## config.mk

```make
export PLATFORM = sky130hd
export DESIGN_NAME = timer_scheduler_flat
export DESIGN_NICKNAME = d
export VERILOG_FILES = /design/src/rtl/timer_scheduler_if.sv /design/src/rtl/timer_scheduler.sv /design/src/flat_wrapper.sv
export SDC_FILE = /design/constraint.sdc
export NUM_CORES = 1
export LEC_CHECK = 0
export CAP_MARGIN = 40
export CORE_UTILIZATION = 56
export CTS_BUF_LIST = sky130_fd_sc_hd__clkbuf_16
export DETAILED_ROUTE_END_ITERATION = 10
export PLACE_DENSITY_LB_ADDON = 0.3
export SLEW_MARGIN = 20
export SYNTH_ARGS = -nofsm -noshare
export SYNTH_HDL_FRONTEND = slang
export SYNTH_SLANG_ARGS = --single-unit
export TNS_END_PERCENT = 100
```

## constraint.sdc

```tcl
create_clock -name clk -period 3.9 [get_ports clk]
set_clock_uncertainty 0.2 [all_clocks]
set_input_delay 0.585 -clock clk [delete_from_list [all_inputs] [get_ports clk]]
set_output_delay 0.585 -clock clk [all_outputs]
set_load 0.1 [all_outputs]
```

## src/rtl/timer_scheduler_if.sv

```systemverilog
// timer_scheduler_if: control/status bundle between a timer consumer and the scheduler
interface timer_scheduler_if #(
  parameter int NUM_CH = 4,
  parameter int WIDTH = 32,
  parameter int ID_W = 2
);
  logic run;
  logic [NUM_CH-1:0] ch_en;
  logic load;
  logic [ID_W-1:0] load_ch;
  logic [WIDTH-1:0] load_period;
  logic [NUM_CH-1:0] int_ack;
  logic [WIDTH-1:0] count;
  logic [NUM_CH-1:0] int_pend;
  logic [NUM_CH-1:0] overrun;
  logic irq;
  logic [ID_W-1:0] irq_id;
  modport master (
    output run, ch_en, load, load_ch, load_period, int_ack,
    input count, int_pend, overrun, irq, irq_id
  );
  modport slave (
    input run, ch_en, load, load_ch, load_period, int_ack,
    output count, int_pend, overrun, irq, irq_id
  );
endinterface

```

## src/rtl/timer_scheduler.sv

```systemverilog
// timer_scheduler: shared free-running counter driving NUM_CH periodic interrupt channels
module timer_scheduler #(
  parameter int NUM_CH = 4,
  parameter int WIDTH = 32,
  parameter int ID_W = 2
) (
  input logic clk,
  input logic rst,
  timer_scheduler_if.slave bus
);
  logic [WIDTH-1:0] count;
  logic [WIDTH-1:0] period [NUM_CH];
  logic [WIDTH-1:0] deadline [NUM_CH];
  logic [NUM_CH-1:0] pend, ovr, fire, ld;
  logic [ID_W-1:0] rr_ptr, sel;
  logic irq;
  always_comb begin
    fire = '0;
    ld = '0;
    sel = '0;
    for (int i = 0; i < NUM_CH; i++) begin
      fire[i] = bus.run & bus.ch_en[i] & (period[i] != '0) & (count == deadline[i]);
      ld[i] = bus.load & (bus.load_ch == ID_W'(i));
    end
    // walk backwards so the channel closest to rr_ptr is the last one written
    for (int k = NUM_CH - 1; k >= 0; k--)
      if (pend[(int'(rr_ptr) + k) % NUM_CH]) sel = ID_W'((int'(rr_ptr) + k) % NUM_CH);
  end
  assign irq = |pend;
  always_ff @(posedge clk) begin
    if (rst) begin
      count <= '0;
      pend <= '0;
      ovr <= '0;
      rr_ptr <= '0;
      for (int i = 0; i < NUM_CH; i++) begin
        period[i] <= '0;
        deadline[i] <= '0;
      end
    end else begin
      if (bus.run) count <= count + 1'b1;
      if (irq && bus.int_ack[sel]) rr_ptr <= (sel == ID_W'(NUM_CH - 1)) ? '0 : sel + 1'b1;
      for (int i = 0; i < NUM_CH; i++) begin
        if (ld[i]) begin
          period[i] <= bus.load_period;
          deadline[i] <= count + bus.load_period;
          pend[i] <= 1'b0;
          ovr[i] <= 1'b0;
        end else begin
          if (fire[i]) deadline[i] <= deadline[i] + period[i];
          pend[i] <= fire[i] | (pend[i] & ~bus.int_ack[i]);
          ovr[i] <= (fire[i] & pend[i] & ~bus.int_ack[i]) | (ovr[i] & ~bus.int_ack[i]);
        end
      end
    end
  end
  assign bus.count = count;
  assign bus.int_pend = pend;
  assign bus.overrun = ovr;
  assign bus.irq = irq;
  assign bus.irq_id = irq ? sel : '0;
endmodule

```

## src/flat_wrapper.sv

```systemverilog
// flat-port wrapper written by rule: the top's interface ports become plain ports
module timer_scheduler_flat 
#(
  parameter int NUM_CH = 4,
  parameter int WIDTH = 32,
  parameter int ID_W = 2
)
  (clk, rst, bus_run, bus_ch_en, bus_load, bus_load_ch, bus_load_period, bus_int_ack, bus_count, bus_int_pend, bus_overrun, bus_irq, bus_irq_id);
  timer_scheduler_if #(.NUM_CH(NUM_CH), .WIDTH(WIDTH), .ID_W(ID_W)) bus_i ();
  input logic clk;
  input logic rst;
  input wire logic [$bits(bus_i.run)-1:0] bus_run;
  input wire logic [$bits(bus_i.ch_en)-1:0] bus_ch_en;
  input wire logic [$bits(bus_i.load)-1:0] bus_load;
  input wire logic [$bits(bus_i.load_ch)-1:0] bus_load_ch;
  input wire logic [$bits(bus_i.load_period)-1:0] bus_load_period;
  input wire logic [$bits(bus_i.int_ack)-1:0] bus_int_ack;
  output wire logic [$bits(bus_i.count)-1:0] bus_count;
  output wire logic [$bits(bus_i.int_pend)-1:0] bus_int_pend;
  output wire logic [$bits(bus_i.overrun)-1:0] bus_overrun;
  output wire logic [$bits(bus_i.irq)-1:0] bus_irq;
  output wire logic [$bits(bus_i.irq_id)-1:0] bus_irq_id;
  assign bus_i.run = bus_run;
  assign bus_i.ch_en = bus_ch_en;
  assign bus_i.load = bus_load;
  assign bus_i.load_ch = bus_load_ch;
  assign bus_i.load_period = bus_load_period;
  assign bus_i.int_ack = bus_int_ack;
  assign bus_count = bus_i.count;
  assign bus_int_pend = bus_i.int_pend;
  assign bus_overrun = bus_i.overrun;
  assign bus_irq = bus_i.irq;
  assign bus_irq_id = bus_i.irq_id;
  timer_scheduler #(.NUM_CH(NUM_CH), .WIDTH(WIDTH), .ID_W(ID_W)) u_core (.clk(clk), .rst(rst), .bus(bus_i));
endmodule
```

* After elaboration in Yosys (flattened, before gate mapping)
Memory sizes are Yosys's and may differ from the RTL's.
Index checks and enable logic that the tools add are counted.
** Storage, ports and cells
- Bits in registers :: 42
- Latch bits :: 0
- Memory bits (writable) :: 256
- ROM bits :: 0
- Bits of input ports :: 46
- Output and inout bits :: 43
- Word-level logic and storage cells :: 169
- Memories kept :: 2
** Cells by class
- $add $sub $neg :: 10
- Multipliers :: 0
- Divide/modulo/power cells :: 0
- Order comparisons :: 5
- Eq/ne operators :: 8
- Shift operators :: 0
- Multiplexer cells :: 61
- Bitwise gates (word level) :: 59
- Reductions and logical operators :: 14
** Memory list
- u_core.deadline :: depth 4, width 32, rd ports 4, clocked after memory_dff 0, wr ports 4, RTL line timer_scheduler.sv:13 : logic [WIDTH-1:0] deadline [NUM_CH];
- u_core.period :: depth 4, width 32, rd ports 4, clocked after memory_dff 0, wr ports 4, RTL line timer_scheduler.sv:12 : logic [WIDTH-1:0] period [NUM_CH];
** Operators with widths (count)
- $mux 32 :: 12
- $add 32x32->32 :: 5
- $eq 32x32->1 :: 4
- $reduce_bool 32->1 :: 4
- $mux 1 :: 38
- $add 32x1->32 const B :: 1
- $and 1x1->1 :: 32
- $or 1x1->1 :: 20
- $reduce_or 2->1 :: 7
- $lt 3x4->1 const B :: 3
- $mux 2 :: 6
- $bmux 1 s2 :: 5
- $eq 2x2->1 const B :: 3
- $lt 2x3->1 const B :: 2
- $add 2x1->2 const B :: 2
- $add 2x2->2 const B :: 2
- $not 1->1 :: 4
- $reduce_or 4->1 :: 1
- $and 1x1->1 const A :: 3
- $eq 2x1->1 const B :: 1
- $logic_not 2->1 :: 1
- $logic_and 1x1->1 :: 1

* Depth between registers and ports, before layout
Gate-level depths: netlist (run 1).
- Word-level depth :: 13
- Mapped depth :: 12

* Least setup slack after synthesis (run 1)
Ideal clock, no wire load.
- Kind :: register to register
- Start :: reg u_core.pend[1], in the netlist u_core.bus.int_pend[1]
- End :: reg u_core.rr_ptr[1]
- Arrival time :: 3.862 ns
- Path slack :: -0.253 ns
- Cell stages (with the launch flop) :: 9
- Buffers on the path :: 0
- Period minus slack after synthesis :: 4.153 ns
- Path through :: dfxtp_1 inv_1 a21oi_1 o22ai_1 a21oi_1 a21boi_0 o21bai_1 a21oi_1 a311oi_1
** On the way
- Longest elaborated chain between the ends :: 10
** Ends and longest elaborated chain
- start, declared :: RTL line timer_scheduler.sv:14 : logic [NUM_CH-1:0] pend, ovr, fire, ld;
- start signal, assigned by index :: RTL line timer_scheduler.sv:51 : pend[i] <= fire[i] | (pend[i] & ~bus.int_ack[i]);
- $bmux 1 s2 :: RTL line timer_scheduler.sv:27 : if (pend[(int'(rr_ptr) + k) % NUM_CH]) sel = ID_W'((int'(rr_ptr) + k) % NUM_CH);
- $mux 1 (implied by the code) (2 in series) :: RTL line timer_scheduler.sv:27
- $mux 2 (4 in series) :: RTL line timer_scheduler.sv:27
- $bmux 1 s2 :: RTL line timer_scheduler.sv:42 : if (irq && bus.int_ack[sel]) rr_ptr <= (sel == ID_W'(NUM_CH - 1)) ? '0 : sel + 1'b1;
- $mux 1 (implied by the code) :: RTL line timer_scheduler.sv:42
- $logic_and 1x1->1 :: RTL line timer_scheduler.sv:42
- end signal, assigned :: RTL line timer_scheduler.sv:42
- end, declared :: RTL line timer_scheduler.sv:15 : logic [ID_W-1:0] rr_ptr, sel;
Parallel ways exist; a longest one is shown, timed or not. The select of a mux whose other input is x is not followed.
A chain may end at the register's enable or synchronous reset.

==> results_dict.tcl, run 1 <==
set metrics [dict create \
    run_status "finished clean" \
    final.setup.worst_slack_ns 0.0816 \
    ys_ff_latch 298 \
    fp.coreArea_mm2 0.0365 \
    critical_path.reg2reg.endpoint "u_core.deadline[0][93]" \
    detail-route-antenna-nets 0 \
    switching_share_pct 30.5 \
    final_critical_period_ns 3.82 \
    diodes 0 \
    timing.critical_path.from_type "register" \
    drt_wl_total_mm 73.0 \
    grt_start_max_net_pins 56 \
    cts-htree-levels 2 \
    max-slew-margin-rel_pct 38.7 \
    yosys.area_share.simple_pct 16.6 \
    post_synth_mux_area_share_pct 0.199 \
    vdd.ir_drop.worst_uv 301 \
    area.growth.synth_to_final_pct 18.9 \
    criticalPathCategory "reg -> reg" \
    switchingPower_uw 2820 \
    p_int_uw 6420 \
    post-synth-top-area-fraction_pct 37.1 \
    initial_util_pct 56.7 \
    max_slew.worst_pin.slew_ns 0.913 \
    max_freq_mhz 262 \
    placement.setup.worst_slack_ns -0.475 \
    synth.avg_cell_area_um2 9.72 \
    dr.first_iter.drc_count 1794 \
    final_common_cell "sky130_fd_sc_hd__edfxtp_1" \
    vias_in_the_first_global_route 17500 \
    drv_cap 0 \
    crit_path_top_delay_cell "sky130_fd_sc_hd__edfxtp_1" \
    design.die.area_mm2 0.0377 \
    seq_area_frac_synth_pct 41.2 \
    dr_total_vias 18200 \
    cell_area_after_synthesis_mm2 0.0207 \
    tightest_hold_check_type "reg -> reg" \
    clk_path_buf_depth 3 \
    critPathRequiredTime_ns 3.98 \
    clock_sink_total 298 \
    post_synth_xor_area_fraction_pct 12.8 \
    slowest_delay_ns 0.44 \
    worst_path_clk_slew_ns 0.06 \
    adder_cell_share_of_the_synthesized_area_pct 9.91 \
    clock_root_buffer "sky130_fd_sc_hd__clkbuf_16" \
    worst_hold_slack_ns 0.302 \
    power-per-cell-area_mw_per_mm2 375 \
    critical_path.n_buffers_inverters 2 \
    rsz0062_at_grt "yes" \
    clock_tree_from_tritoncts "built" \
    arrival_ns 3.90 \
    synth_top_family_by_area "compound AO/OA/AOI/OAI gates" \
    hold-path-endpoint "u_core.bus.overrun[1]" \
    finalHoldViolCount 0 \
    worst_r2r_startpoint "u_core.deadline[0][74]" \
    cp_cell_sequence "ha_1 > buf_4 > a211oi_1 > o31ai_1 > a221oi_1 > o31ai_2 > buf_4 > a21o_1 > a21oi_1 > o21ai_0 > a21oi_1 > xor2_1 > o22ai_1" \
    rows 70 \
    grt_pass1_wl_mm 108 \
    p_comb_share_pct 23.5 \
    synth_enable_flop_cells 256 \
    maxSlewViolCount 0 \
    p_leak_uw 0.0104 \
    post_synth_num_cell_types 71 \
    period_share_pct 97.9 \
    grt_overflow 0 \
    postSynth.asyncResetShare_pct 0 \
    final_net_count 2575 \
    detail_route.wl_per_cell_um 25.5 \
    die-height_um 194 \
    mostFrequentLayoutCells "sky130_fd_sc_hd__edfxtp_1 (256), sky130_fd_sc_hd__buf_4 (215), sky130_fd_sc_hd__nand2_1 (171)" \
    cp_top_family "compound AO/OA/AOI/OAI gates" \
    min-delay-start "u_core.bus.overrun[1]" \
    routabilityCongestion 1.10 \
    min_path_cells 2 \
    yosysWarningCount 0 \
    detail_route.vias_per_cell 6.35 \
    floorplan.die.width_um 194 \
    drt_pass1_iterations 6 \
    drt_drc_violations_left 0 \
    most_used_flip_flop_cell_after_synthesis "sky130_fd_sc_hd__edfxtp_1" \
    clock_latency_late_sink_ns 0.55 \
    io_pins 89 \
    synth_compound_gate_area_share_pct 16.9 \
    synth_area_leaders "sky130_fd_sc_hd__edfxtp_1 (37%), sky130_fd_sc_hd__ha_1 (9.4%), sky130_fd_sc_hd__xnor2_1 (6.5%)" \
    capturing_element_type_of_the_critical_path "register" \
    layout-drive-gt1-share_pct 13.3 \
    netlist_instances 2130 \
    detailed_place_hpwl_mm 56.9 \
    timing.reg2reg.setup_slack_ns 0.08 \
    cts_made_buffers 36 \
    initial_antenna_violation_count 0 \
    timing.final.setup_violations 0 \
    synthesis.nets 2337 \
    portBuffers 88 \
    synth_top_cell_by_area "sky130_fd_sc_hd__edfxtp_1" \
    crit_fanout 4 \
    track_usage_pct 38.6 \
    power.share.sequential_pct 41.8 \
    clock_power_share_pct 34.7 \
    r2r.worst_path.cells 13 \
]
==> worst max path at each step <==
stage | from | to | slack, ns | depth (start not counted)
floorplan | u_core.bus.count[2] | u_core.deadline[0][56] | 0.06 | 11
global placement | bus_load_period[0] | u_core.deadline[0][88] | -0.44 | 13
detailed placement | bus_load_period[0] | u_core.deadline[0][56] | -0.47 | 13
CTS | u_core.deadline[0][0] | u_core.deadline[0][28] | 0.001 | 12
global route | u_core.period[1][0] | u_core.deadline[0][62] | -0.07 | 12
finish | u_core.deadline[0][74] | u_core.deadline[0][93] | 0.08 | 13
==> sequential cells by signal, summed over array words and instances (netlist names) <==
register / flops
u_core.bus.int_pend: 4
u_core.bus.overrun: 4
u_core.rr_ptr: 2
u_core.bus.count: 32
u_core.deadline: 128
u_core.period: 128
==> power by group through the flow <==
| stage | Sequential [uW] | Clock [uW] | Combinational (uW) |
|---|---|---|---|
| floorplan | 3860 | 0 | 1370 |
| global placement | 3920 | 0 | 2060 |
| detailed placement | 3920 | 0 | 2090 |
| CTS | 3850 | 3220 | 2110 |
| global route | 3870 | 3340 | 2350 |
| finish | 3860 | 3210 | 2170 |
==> per-layer routing <==
metal  GRT usage [%]  vias up  share of wire, %
li1                -     8386                 -
met1            49.6     8633                39
met2            60.9      945                45
met3            7.03      203               9.3
met4            23.5        0               6.6
met5               0        -                 0
==> tightest hold or removal path, cell delays in order (launching register included) <==
cell	delay, ns
sky130_fd_sc_hd__dfxtp_1	0.31
sky130_fd_sc_hd__nor2_1	0.10
sky130_fd_sc_hd__nor3_1	0.05
==> cell usage after synthesis (all sizes together) (8+ instances only) <==
cell,n
a211oi,24
a21o,64
a21oi,145
a22o,12
a31oi,19
and2,69
and3,87
buf,9
clkbuf,78
dfxtp,42
edfxtp,256
ha,156
inv,44
nand2,171
nand2b,27
nand3,46
nand4,42
nor2,103
nor2b,14
nor3,30
nor4,53
o21a,11
o21ai,170
o21bai,25
o22ai,41
o31ai,8
or3,9
xnor2,153
xor2,149
==> through the flow <==
step / total power [uW] / instances / instance area [um^2] / utilization, % / setup TNS, ns
after global routing: 9560 / 2862 / 24600 / 67.4 / -0.0912
after detailed placement: 6010 / 2796 / 23400 / 64.1 / -11.15
after global placement: 5980 / 2785 / 23300 / 63.7 / -7.52
final: 9240 / 2862 / 24600 / 67.4 / 0
after floorplan: 5230 / 2130 / 20700 / - / 0
after CTS: 9190 / 2860 / 24500 / 67.1 / 0
==> area by class of cell <==
| type | count | area [um^2] |
|---|---|---|
| well taps | 468 | 586 |
| clock buffers | 37 | 926 |
| flip-flops and latches | 298 | 8530 |
| repair buffers | 287 | 2440 |
| multi-input cells | 1701 | 11800 |
| clock inverters | 27 | 169 |
| inverters | 44 | 165 |
| fillers | 2945 | 11900 |
==> cells by family (layout without fill, tap and decap cells) <==
| kind of cell | Yosys count | in the layout |
|---|---|---|
| AO/OA/AOI/OAI | 566 | 566 |
| XOR/XNOR | 302 | 302 |
| adder cells (fa/ha/maj) | 161 | 161 |
| buffers and inverters | 131 | 395 |
| flip-flops | 298 | 298 |
| multiplexers | 4 | 4 |
| AND/OR/NAND/NOR | 668 | 668 |
==> what timing repair did <==
action                     4_1_cts  5_1_grt
setup endpoints to repair        0       25
gates resized for setup          0       17
buffers inserted                 0        2
hold buffers                     0        0
No activity file was read; power rests on OpenSTA's default activity.
==> run 2, diff against run 1 <==
--- a/config.mk
+++ b/config.mk
@@ -10,8 +10,9 @@
 export CTS_BUF_LIST = sky130_fd_sc_hd__clkbuf_16
 export DETAILED_ROUTE_END_ITERATION = 10
 export PLACE_DENSITY_LB_ADDON = 0.3
+export RECOVER_POWER = 100
 export SLEW_MARGIN = 20
 export SYNTH_ARGS = -nofsm -noshare
 export SYNTH_HDL_FRONTEND = slang
 export SYNTH_SLANG_ARGS = --single-unit
-export TNS_END_PERCENT = 100
+export TNS_END_PERCENT = 1
==> run 2 against run 1 <==
Effect of this change: the run now ends with design-rule violations, max-capacitance violations, max-slew violations, negative setup slack left; clock power rose by 6%; first-iteration DRC count rose by 4.6%; largest cell class unchanged; combinational power fell by 3%; final cell count down 0.77%; critical path depth down 3; maximum frequency decreased by 3.0%; count of clock-buffer cells in the layout grew 2; non-clock buffer count is 24 lower; flip-flop and latch count is the same; routed wire length fell by 0.87%; setup slack worse by 0.12 ns; register-to-register slack got worse by 0.08 ns.
==> results_dict.tcl, run 2 (synthesis gave the netlist of run 1 again) <==
set metrics [dict create \
    initial_antenna_violation_count 1 \
    dr.first_iter.drc_count 1877 \
    drv_cap 1 \
    detailed_place_hpwl_mm 56.2 \
    drt_pass1_iterations 9 \
    clk_path_buf_depth 3 \
    max_freq_mhz 254 \
    grt_start_max_net_pins 56 \
    power-per-cell-area_mw_per_mm2 387 \
    grt_pass1_wl_mm 106 \
    cts-htree-levels 2 \
    timing.final.setup_violations 1 \
    tightest_hold_check_type "reg -> reg" \
    initial_util_pct 56.7 \
    mostFrequentLayoutCells "sky130_fd_sc_hd__edfxtp_1 (256), sky130_fd_sc_hd__nand2_1 (171), sky130_fd_sc_hd__o21ai_0 (161)" \
    min_path_cells 2 \
    final_critical_period_ns 3.94 \
    postLayoutCellArea_mm2 0.0242 \
    final.setup.worst_slack_ns -0.0361 \
    vias_in_the_first_global_route 17400 \
    cts_made_buffers 37 \
    fp.coreArea_mm2 0.0365 \
    floorplan.die.width_um 194 \
    routabilityCongestion 1.01 \
    layout-drive-gt1-share_pct 10.2 \
    failed_checks "design-rule violations, max-capacitance violations, max-slew violations, negative setup slack" \
    criticalPathCategory "in -> reg" \
    drt_drc_violations_left 1 \
    run_status "finished with violations" \
    r2r.worst_path.cells 11 \
    track_usage_pct 38.0 \
    crit_fanout 10 \
    p_leak_uw 0.0100 \
    final_common_cell "sky130_fd_sc_hd__edfxtp_1" \
    detail-route-antenna-nets 0 \
    worst_path_clk_slew_ns 0.06 \
    period_share_pct 101 \
    die-height_um 194 \
    max_slew.worst_pin.slew_ns 1.89 \
    totalPowerFinal_uw 9360 \
    portBuffers 88 \
    placement.setup.worst_slack_ns -0.488 \
    clock_sink_total 298 \
    fill_cells 3039 \
    io_pins 89 \
    clock_latency_late_sink_ns 0.54 \
    grt_overflow 0 \
    detail_route.vias_per_cell 6.40 \
    layout_top_registers "u_core.deadline (128), u_core.period (128), u_core.bus.count (32)" \
    post-cts-setup-buffer-count 0 \
    diodes 0 \
    rows 70 \
    timing.critical_path.from_type "input pin" \
    critPathRequiredTime_ns 4.09 \
    area.growth.synth_to_final_pct 16.8 \
    post-place-cells 2774 \
    final_net_count 2552 \
    vdd.ir_drop.worst_uv 400 \
    maxSlewViolCount 40 \
    capturing_element_type_of_the_critical_path "register" \
    max-slew-margin-rel_pct -25.8 \
    finalHoldViolCount 0 \
    layoutNonFillerInstCount 2840 \
    rsz0062_at_grt "yes" \
    arrival_ns 4.13 \
    design.die.area_mm2 0.0377 \
    clock_root_buffer "sky130_fd_sc_hd__clkbuf_16" \
    dpl_cell_area_mm2 0.0233 \
    worst_hold_slack_ns 0.296 \
    drt_wl_total_mm 72.4 \
    clock_tree_from_tritoncts "built" \
    dr_total_vias 18200 \
    detail_route.wl_per_cell_um 25.5 \
]
run 2: changes by cell type in the layout (fill, tap and decap cells not counted), moves of 3 or more:
cell,previous run,this run
sky130_fd_sc_hd__inv_2,4,0
sky130_fd_sc_hd__clkbuf_1,0,47
sky130_fd_sc_hd__buf_4,215,144
sky130_fd_sc_hd__clkbuf_4,0,5
sky130_fd_sc_hd__inv_1,53,50
sky130_fd_sc_hd__and2_1,69,44
sky130_fd_sc_hd__clkbuf_2,0,5
sky130_fd_sc_hd__clkdlybuf4s50_1,56,49
sky130_fd_sc_hd__dlygate4sd3_1,0,6
sky130_fd_sc_hd__clkinv_2,3,7
sky130_fd_sc_hd__buf_8,11,3
sky130_fd_sc_hd__and2_0,0,25
run 2: path summary, 6_finish.rpt:
| check | slack [ns] | to | start |
|---|---|---|---|
| setup / recovery | -0.04 | u_core.deadline[0][126] | bus_run |
| hold reg to reg | 0.30 | u_core.bus.overrun[1] | u_core.bus.overrun[1] |
| hold / removal | 0.30 | u_core.bus.overrun[1] | u_core.bus.overrun[1] |
| setup reg to reg | 0 | u_core.deadline[0][95] | u_core.period[2][6] |
run 2: power breakdown:
group | internal, uW | total, uW | switching [uW] | leakage, uW
Combinational | 851 | 2110 | 1260 | 0.00652
Sequential | 3680 | 3860 | 182 | 0.00288
Clock | 2000 | 3390 | 1390 | 0.000606
run 2: routing by layer:
layer | GRT usage (%) | share of wire (%)
met1 | 48.8 | 39
met2 | 61.9 | 46
met3 | 6.71 | 9.2
met4 | 19.0 | 5.5
met5 | 0 | 0.018
run 2: cell type report:
class	count	area [um^2]	area share (%)
clock buffers	39	976	4.04
clock inverters	27	199	0.823
inverters	44	165	0.683
multi-input cells	1701	11700	48.5
flip-flops and latches	298	8530	35.3
well taps	468	586	2.42
repair buffers	263	1990	8.22
run 2: through the flow:
| step | setup TNS (ns) | util, % |
|---|---|---|
| 2_1_floorplan | -16.90 | - |
| 3_3_place_gp | -7.62 | 63.2 |
| 3_5_place_dp | -9.85 | 63.7 |
| 4_1_cts | 0 | 66.9 |
| 5_1_grt | -6.11 | 66.2 |
| 6_report | -0.0361 | 66.2 |
run 2: repair_timing:
| item | CTS | global route |
|---|---|---|
| hold buffers | 0 | 0 |
| gates resized for setup | 1 | 9 |
| pin swaps | 0 | 3 |
| endpoints found under the setup margin | 1 | 19 |
run 2: critical path, cell delays in order:
cell and delay (ns):
sky130_fd_sc_hd__dlygate4sd3_1 0.52, sky130_fd_sc_hd__clkbuf_1 0.77, sky130_fd_sc_hd__nand4_1 0.21, sky130_fd_sc_hd__nor3_1 0.44, sky130_fd_sc_hd__nand4_1 0.30, sky130_fd_sc_hd__or2_2 0.44
sky130_fd_sc_hd__inv_1 0.24, sky130_fd_sc_hd__a21boi_0 0.13, sky130_fd_sc_hd__mux2_1 0.35, sky130_fd_sc_hd__o21ai_1 0.13
